**src/rtl/intpoln_nxt_ste_lgc_if.sv**
```systemverilog
`default_nettype none
// ============================================================================
// Module      : intpoln_nxt_ste_lgc_if
// Description : Control/status bundle between the interpolator sequencer and
//               its surroundings.
//               master : drives FIFO status, run/accumulate/address strobes,
//                        frame controls and the programmed length.
//               slave  : the sequencer; returns counter/address flags, load
//                        strobes, x^i selector, bypass, frame-done and ovf.
// Revision    : 1.0 - initial release
// ============================================================================
interface intpoln_nxt_ste_lgc_if #(
  parameter int CONFIG_WIDTH = 32,
  parameter int N_COEF       = 3,
  parameter int SEL_WIDTH    = $clog2(N_COEF + 1)
);
  logic                    clear;
  logic                    Empty;
  logic                    Afull;
  logic                    busy;
  logic                    en_sum;
  logic                    en_M_addr;
  logic                    done;
  logic                    cont_mode;
  logic [CONFIG_WIDTH-1:0] ilen;

  logic                    comp_cnt;
  logic                    comp_addr;
  logic [N_COEF-1:0]       Ld_M;
  logic [SEL_WIDTH-1:0]    sel_xi;
  logic                    FIFO_bypass;
  logic                    frame_done;
  logic                    ovf;

  modport master (
    output clear, Empty, Afull, busy, en_sum, en_M_addr, done, cont_mode, ilen,
    input  comp_cnt, comp_addr, Ld_M, sel_xi, FIFO_bypass, frame_done, ovf
  );

  modport slave (
    input  clear, Empty, Afull, busy, en_sum, en_M_addr, done, cont_mode, ilen,
    output comp_cnt, comp_addr, Ld_M, sel_xi, FIFO_bypass, frame_done, ovf
  );
endinterface
`default_nettype wire

```
**src/rtl/intpoln_nxt_ste_lgc.sv**
```systemverilog
`default_nettype none
// ============================================================================
// Module      : intpoln_nxt_ste_lgc
// Description : Next-state / sequencing logic for the order-N polynomial
//               interpolator. Counts accumulated samples against ilen,
//               walks the coefficient address producing one-hot load
//               strobes, derives the saturating x^i selector, registers the
//               FIFO-bypass enable, and flags frame end / over-length.
// Ports       : clk  - rising-edge clock
//               rst  - synchronous active-high reset
//               bus  - intpoln_nxt_ste_lgc_if.slave control/status bundle
// Revision    : 1.0 - initial release
// ============================================================================
module intpoln_nxt_ste_lgc #(
  parameter int CONFIG_WIDTH = 32,
  parameter int N_COEF       = 3,
  parameter int SEL_WIDTH    = $clog2(N_COEF + 1)
) (
  input  logic                 clk,
  input  logic                 rst,
  intpoln_nxt_ste_lgc_if.slave bus
);

  localparam logic [CONFIG_WIDTH:0]  c_CNT_ONE = (CONFIG_WIDTH+1)'(1);
  localparam logic [CONFIG_WIDTH:0]  c_CNT_N   = (CONFIG_WIDTH+1)'(N_COEF);
  localparam logic [SEL_WIDTH-1:0]   c_M_ONE   = SEL_WIDTH'(1);
  localparam logic [SEL_WIDTH-1:0]   c_M_N     = SEL_WIDTH'(N_COEF);

  logic [CONFIG_WIDTH:0]  r_cnt;
  logic [SEL_WIDTH-1:0]   r_m_cnt;
  logic                   r_fifo_bypass;
  logic                   r_frame_done;
  logic                   r_ovf;

  logic [CONFIG_WIDTH:0]  w_ilen_ext;
  logic [CONFIG_WIDTH:0]  w_last;
  logic                   w_ilen_zero;
  logic                   w_comp_cnt;
  logic                   w_at_last;
  logic                   w_past_last;
  logic                   w_cnt_max;

  // Index of the last sample of a frame. A zero length is treated as a
  // one-sample frame so the subtraction never underflows.
  assign w_ilen_ext  = {1'b0, bus.ilen};
  assign w_ilen_zero = (bus.ilen == '0);
  assign w_last      = w_ilen_zero ? '0 : (w_ilen_ext - c_CNT_ONE);
  assign w_comp_cnt  = w_ilen_zero | (r_cnt >= w_last);
  assign w_at_last   = (r_cnt == w_last);
  assign w_past_last = (r_cnt > w_last);
  assign w_cnt_max   = &r_cnt;

  always_ff @(posedge clk) begin
    if (rst || bus.clear) begin
      r_cnt         <= '0;
      r_m_cnt       <= '0;
      r_fifo_bypass <= 1'b0;
      r_frame_done  <= 1'b0;
      r_ovf         <= 1'b0;
    end else begin
      r_fifo_bypass <= bus.busy & ~bus.Empty & ~bus.Afull;
      // Pulse is independent of done, so a frame closed by done on its
      // last sample still reports completion.
      r_frame_done  <= bus.en_sum & w_comp_cnt & w_at_last;

      if (bus.en_M_addr) begin
        r_m_cnt <= (r_m_cnt == c_M_N) ? '0 : (r_m_cnt + c_M_ONE);
      end

      if (bus.done) begin
        r_cnt <= '0;
        r_ovf <= 1'b0;
      end else if (bus.en_sum) begin
        if (w_comp_cnt && bus.cont_mode) begin
          r_cnt <= '0;
        end else if (w_comp_cnt) begin
          if (!w_cnt_max) begin
            r_cnt <= r_cnt + c_CNT_ONE;
          end
          if (w_past_last) begin
            r_ovf <= 1'b1;
          end
        end else begin
          r_cnt <= r_cnt + c_CNT_ONE;
        end
      end
    end
  end

  // Strobe k fires while the address register holds k+1; address 0 is idle.
  generate
    for (genvar k = 0; k < N_COEF; k++) begin : g_ld
      assign bus.Ld_M[k] = (r_m_cnt == SEL_WIDTH'(k + 1));
    end
  endgenerate

  assign bus.comp_addr   = bus.Ld_M[N_COEF-1];
  assign bus.comp_cnt    = w_comp_cnt;
  assign bus.sel_xi      = (r_cnt < c_CNT_N) ? SEL_WIDTH'(r_cnt + c_CNT_ONE) : c_M_N;
  assign bus.FIFO_bypass = r_fifo_bypass;
  assign bus.frame_done  = r_frame_done;
  assign bus.ovf         = r_ovf;

endmodule
`default_nettype wire

```
**src/flat_wrapper.sv**
```systemverilog
// flat-port wrapper written by rule: the top's interface ports become plain ports
module intpoln_nxt_ste_lgc_flat 
#(
  parameter int CONFIG_WIDTH = 32,
  parameter int N_COEF       = 3,
  parameter int SEL_WIDTH    = $clog2(N_COEF + 1)
)
  (clk, rst, bus_clear, bus_Empty, bus_Afull, bus_busy, bus_en_sum, bus_en_M_addr, bus_done, bus_cont_mode, bus_ilen, bus_comp_cnt, bus_comp_addr, bus_Ld_M, bus_sel_xi, bus_FIFO_bypass, bus_frame_done, bus_ovf);
  intpoln_nxt_ste_lgc_if #(.CONFIG_WIDTH(CONFIG_WIDTH), .N_COEF(N_COEF), .SEL_WIDTH(SEL_WIDTH)) bus_i ();
  input  logic clk;
  input  logic rst;
  input wire logic [$bits(bus_i.clear)-1:0] bus_clear;
  input wire logic [$bits(bus_i.Empty)-1:0] bus_Empty;
  input wire logic [$bits(bus_i.Afull)-1:0] bus_Afull;
  input wire logic [$bits(bus_i.busy)-1:0] bus_busy;
  input wire logic [$bits(bus_i.en_sum)-1:0] bus_en_sum;
  input wire logic [$bits(bus_i.en_M_addr)-1:0] bus_en_M_addr;
  input wire logic [$bits(bus_i.done)-1:0] bus_done;
  input wire logic [$bits(bus_i.cont_mode)-1:0] bus_cont_mode;
  input wire logic [$bits(bus_i.ilen)-1:0] bus_ilen;
  output wire logic [$bits(bus_i.comp_cnt)-1:0] bus_comp_cnt;
  output wire logic [$bits(bus_i.comp_addr)-1:0] bus_comp_addr;
  output wire logic [$bits(bus_i.Ld_M)-1:0] bus_Ld_M;
  output wire logic [$bits(bus_i.sel_xi)-1:0] bus_sel_xi;
  output wire logic [$bits(bus_i.FIFO_bypass)-1:0] bus_FIFO_bypass;
  output wire logic [$bits(bus_i.frame_done)-1:0] bus_frame_done;
  output wire logic [$bits(bus_i.ovf)-1:0] bus_ovf;
  assign bus_i.clear = bus_clear;
  assign bus_i.Empty = bus_Empty;
  assign bus_i.Afull = bus_Afull;
  assign bus_i.busy = bus_busy;
  assign bus_i.en_sum = bus_en_sum;
  assign bus_i.en_M_addr = bus_en_M_addr;
  assign bus_i.done = bus_done;
  assign bus_i.cont_mode = bus_cont_mode;
  assign bus_i.ilen = bus_ilen;
  assign bus_comp_cnt = bus_i.comp_cnt;
  assign bus_comp_addr = bus_i.comp_addr;
  assign bus_Ld_M = bus_i.Ld_M;
  assign bus_sel_xi = bus_i.sel_xi;
  assign bus_FIFO_bypass = bus_i.FIFO_bypass;
  assign bus_frame_done = bus_i.frame_done;
  assign bus_ovf = bus_i.ovf;
  intpoln_nxt_ste_lgc #(.CONFIG_WIDTH(CONFIG_WIDTH), .N_COEF(N_COEF), .SEL_WIDTH(SEL_WIDTH)) u_core (.clk(clk), .rst(rst), .bus(bus_i));
endmodule
```
**config.mk**
```make
export PLATFORM = sky130hd
export DESIGN_NAME = intpoln_nxt_ste_lgc_flat
export DESIGN_NICKNAME = d
export VERILOG_FILES = /design/src/rtl/intpoln_nxt_ste_lgc_if.sv /design/src/rtl/intpoln_nxt_ste_lgc.sv /design/src/flat_wrapper.sv
export SDC_FILE = /design/constraint.sdc
export NUM_CORES = 1
export LEC_CHECK = 0
export CELL_PAD_IN_SITES_DETAIL_PLACEMENT = 2
export CELL_PAD_IN_SITES_GLOBAL_PLACEMENT = 2
export CORE_ASPECT_RATIO = 0.75
export CORE_UTILIZATION = 34
export CTS_CLUSTER_SIZE = 25
export DETAILED_ROUTE_END_ITERATION = 16
export GPL_TIMING_DRIVEN = 1
export PLACE_DENSITY = 0.95
export SYNTH_ARGS = -nofsm -noshare
export SYNTH_HDL_FRONTEND = slang
export SYNTH_SLANG_ARGS = --single-unit
```
**constraint.sdc**
```tcl
create_clock -name clk -period 10.15 [get_ports clk]
set_input_delay 2.5375 -clock clk [delete_from_list [all_inputs] [get_ports clk]]
set_output_delay 2.5375 -clock clk [all_outputs]
set_load 0.1 [all_outputs]
```
==> results_dict.tcl <==
set metrics [dict create \
    wl_per_cell_um 24.4 \
    ctsLongestPathBuffers 2 \
    synthArstFlopShare_pct 0 \
    grt_max_degree 30 \
    ir_worst_vdd_mv 0.0503 \
    gp_congestion 0.835 \
    finalNonFillerCells 649 \
    syn_inst 471 \
    rows 31 \
    crit_slowest_cell "or4_1" \
    hold_depth 2 \
    numCtsBuffers 5 \
    yosysMostFrequentCell "nand2_1" \
    n_fill_cell 1146 \
    start_util_pct 35.9 \
    rsz0062_at_grt "no" \
    yosysWarnings 0 \
    viasPerCell 6.32 \
    reg2reg_depth 11 \
    min_path_type "flop to flop" \
    dpl.cell_count 642 \
    drive_gt1_share_pct 5.80 \
    die-area_mm2 0.0109 \
    antenna_cells 0 \
    ys_seq_area_share_pct 21.3 \
    antenna_found_initial 0 \
    synthDistinctLibCells 53 \
    vias 4102 \
    drt-total-wl_um 15800 \
    htreeDepth 2 \
    final_hold_viol_count 0 \
    power.density_mw_per_mm2 85.3 \
    crit_required_ns 7.61 \
    arrival_ns 7.36 \
    fmax_ghz 0.101 \
    postRouteAntennaNets 0 \
    grt_first_pass_wirelength_um 25400 \
    crit_buf_inv 3 \
    cp.depth 17 \
    die_height_um 90.7 \
    cts_tree "built" \
    worstPathCellList "clkdlybuf4s50_1 > or4_1 > or3_1 > nor2_1 > nand3_1 > nor4_4 > nand2_1 > nor3b_1 > a21oi_1 > ha_1 > nand4_1 > nor4_2 > nand3_1 > o221ai_2 > nor3_4 > inv_1 > buf_12" \
    fin_crit_sh_pct 97.5 \
    cts_sinks 38 \
    synth_edf_count 0 \
    ys.flop_type "dfxtp_1" \
    drv_slew 0 \
    p_leak_uw 0.00166 \
    cts_resized 1 \
    syn_area_mm2 0.00357 \
    drt_iter0_drc 216 \
    cp_common_cell "nand3_1" \
    area_growth_pct 22.8 \
    ys_ff_latch 38 \
    die-width_um 120 \
    setup_viol 0 \
    drc 0 \
    period_minus_slack_ns 9.90 \
    first_pass_iters 4 \
    outcome "completed" \
    crit_type "input port to output port" \
    overflow 0 \
    slew_headroom_pct 25.6 \
    dp_hpwl_um 12300 \
    end_kind "output port" \
    critPathMaxFanout 6 \
    synth_top_cell_area_share_pct 21.3 \
    cp_top_family "simple AND/OR/NAND/NOR gates" \
    fin_skew_ns 0.00347 \
    postCtsSetupRepairBufs 0 \
    num_io_pins 52 \
    yosys.area.top_type "dfxtp_1" \
    port_buffers 51 \
    cts.clk_slew.worst_paths_ns 0.06 \
    clock_latency_ns 0.29 \
    grt.total_usage_pct 30.1 \
    crit_path_max_incr_delay_ns 0.59 \
    cp-start-kind "input port" \
    setup_tns_ns 0 \
    grt_pass1_vias 4593 \
    tightestPinTransition_ns 1.11 \
    synth.area.top_cells "dfxtp_1 21%, ha_1 14%, nand2_1 7.2%" \
    cap_violations 0 \
    synthTopCellsByCount "68 x nand2_1, 39 x ha_1, 38 x dfxtp_1" \
    nets 598 \
    design.core.area_mm2 0.00993 \
    cts_hold_buf 0 \
    avgSynthCellArea_um2 7.58 \
    syn-num-nets 552 \
    cts_root_buffer "clkbuf_16" \
]
==> path summary, 6_finish.rpt <==
path               startpoint  slack, ns          endpoint
max               bus_ilen[2]       0.25      bus_comp_cnt
min            u_core.bus.ovf       0.51    u_core.bus.ovf
max reg2reg  u_core.r_cnt[10]       5.75  u_core.r_cnt[19]
min reg2reg    u_core.bus.ovf       0.51    u_core.bus.ovf
==> cell type report <==
class	instances	area (um2)	share of cell area, %
Inverter	13	48.8	1.11
Sequential cell	38	761	17.4
Tap cell	132	165	3.77
Multi-Input combinational cell	404	2720	62.2
Timing Repair Buffer	55	551	12.6
Clock buffer	7	133	3.03
==> kinds of logic after synthesis <==
group                      Yosys count  share of synthesized area [%]
xor gates and xnor gates            22                           5.40
AOI/OAI and AO/OA                  105                           19.3
other                                1                          0.105
muxes                                4                           1.12
adders and majority gates           39                           13.7
and+or+nand+nor                    233                           35.5
buffers and inverters               29                           3.58
DFF                                 38                           21.3
==> sequential cells by signal, indices dropped and copies added (netlist names) <==
register	flops
u_core.r_m_cnt	2
u_core.bus.FIFO_bypass	1
u_core.r_cnt	33
u_core.bus.ovf	1
u_core.bus.frame_done	1
==> worst min-delay path: cells and delay by family, from the launching register on <==
kind | cells | cell delay, ns
AND/OR/NAND/NOR | 2 | 0.15
flip-flops | 1 | 0.33
==> metal layers <==
layer  track usage [%]  wire length [um]  vias up
met2              55.1              8110      120
met5                 0                 0        -
li1                  -                 -     1863
met1              34.9              6570     2080
met3              6.06               622       39
met4              8.74               527        0
==> stage by stage <==
stage               power [uW]  util, %  worst slack (ns)  hold WS, ns  instance area (um2)
floorplan                  184        -              1.21        0.466                 3570
global placement           216     42.5             0.616        0.453                 4220
global route               388     44.1            0.0342        0.558                 4380
finish                     374     44.1             0.250        0.510                 4380
CTS                        376     43.9             0.101        0.517                 4360
detailed placement         221     42.5           -0.0305        0.502                 4220
==> cell usage in the layout, fill, tap and decap left out, types with 17 or more instances in the layout <==
cell             Yosys  layout
dfxtp_1             38      38
nor3_1              18      17
a21oi_1             26      26
nand2_1             68      67
ha_1                39      39
nand3_1             33      33
nor2_1              27      27
xor2_1              17      17
clkdlybuf4s50_1      0      50
o21ai_0             22      22
==> where the power goes <==
part / leakage, uW / switching, uW / total (uW) / internal (uW)
logic: 0.00129 / 40.8 / 69.1 / 28.3
registers: 0.000306 / 0.728 / 150 / 150
clock network: 0.0000640 / 64.3 / 154 / 90.0
total: 0.00166 / 106 / 374 / 268
No activity file was read; power rests on OpenSTA's default activity.
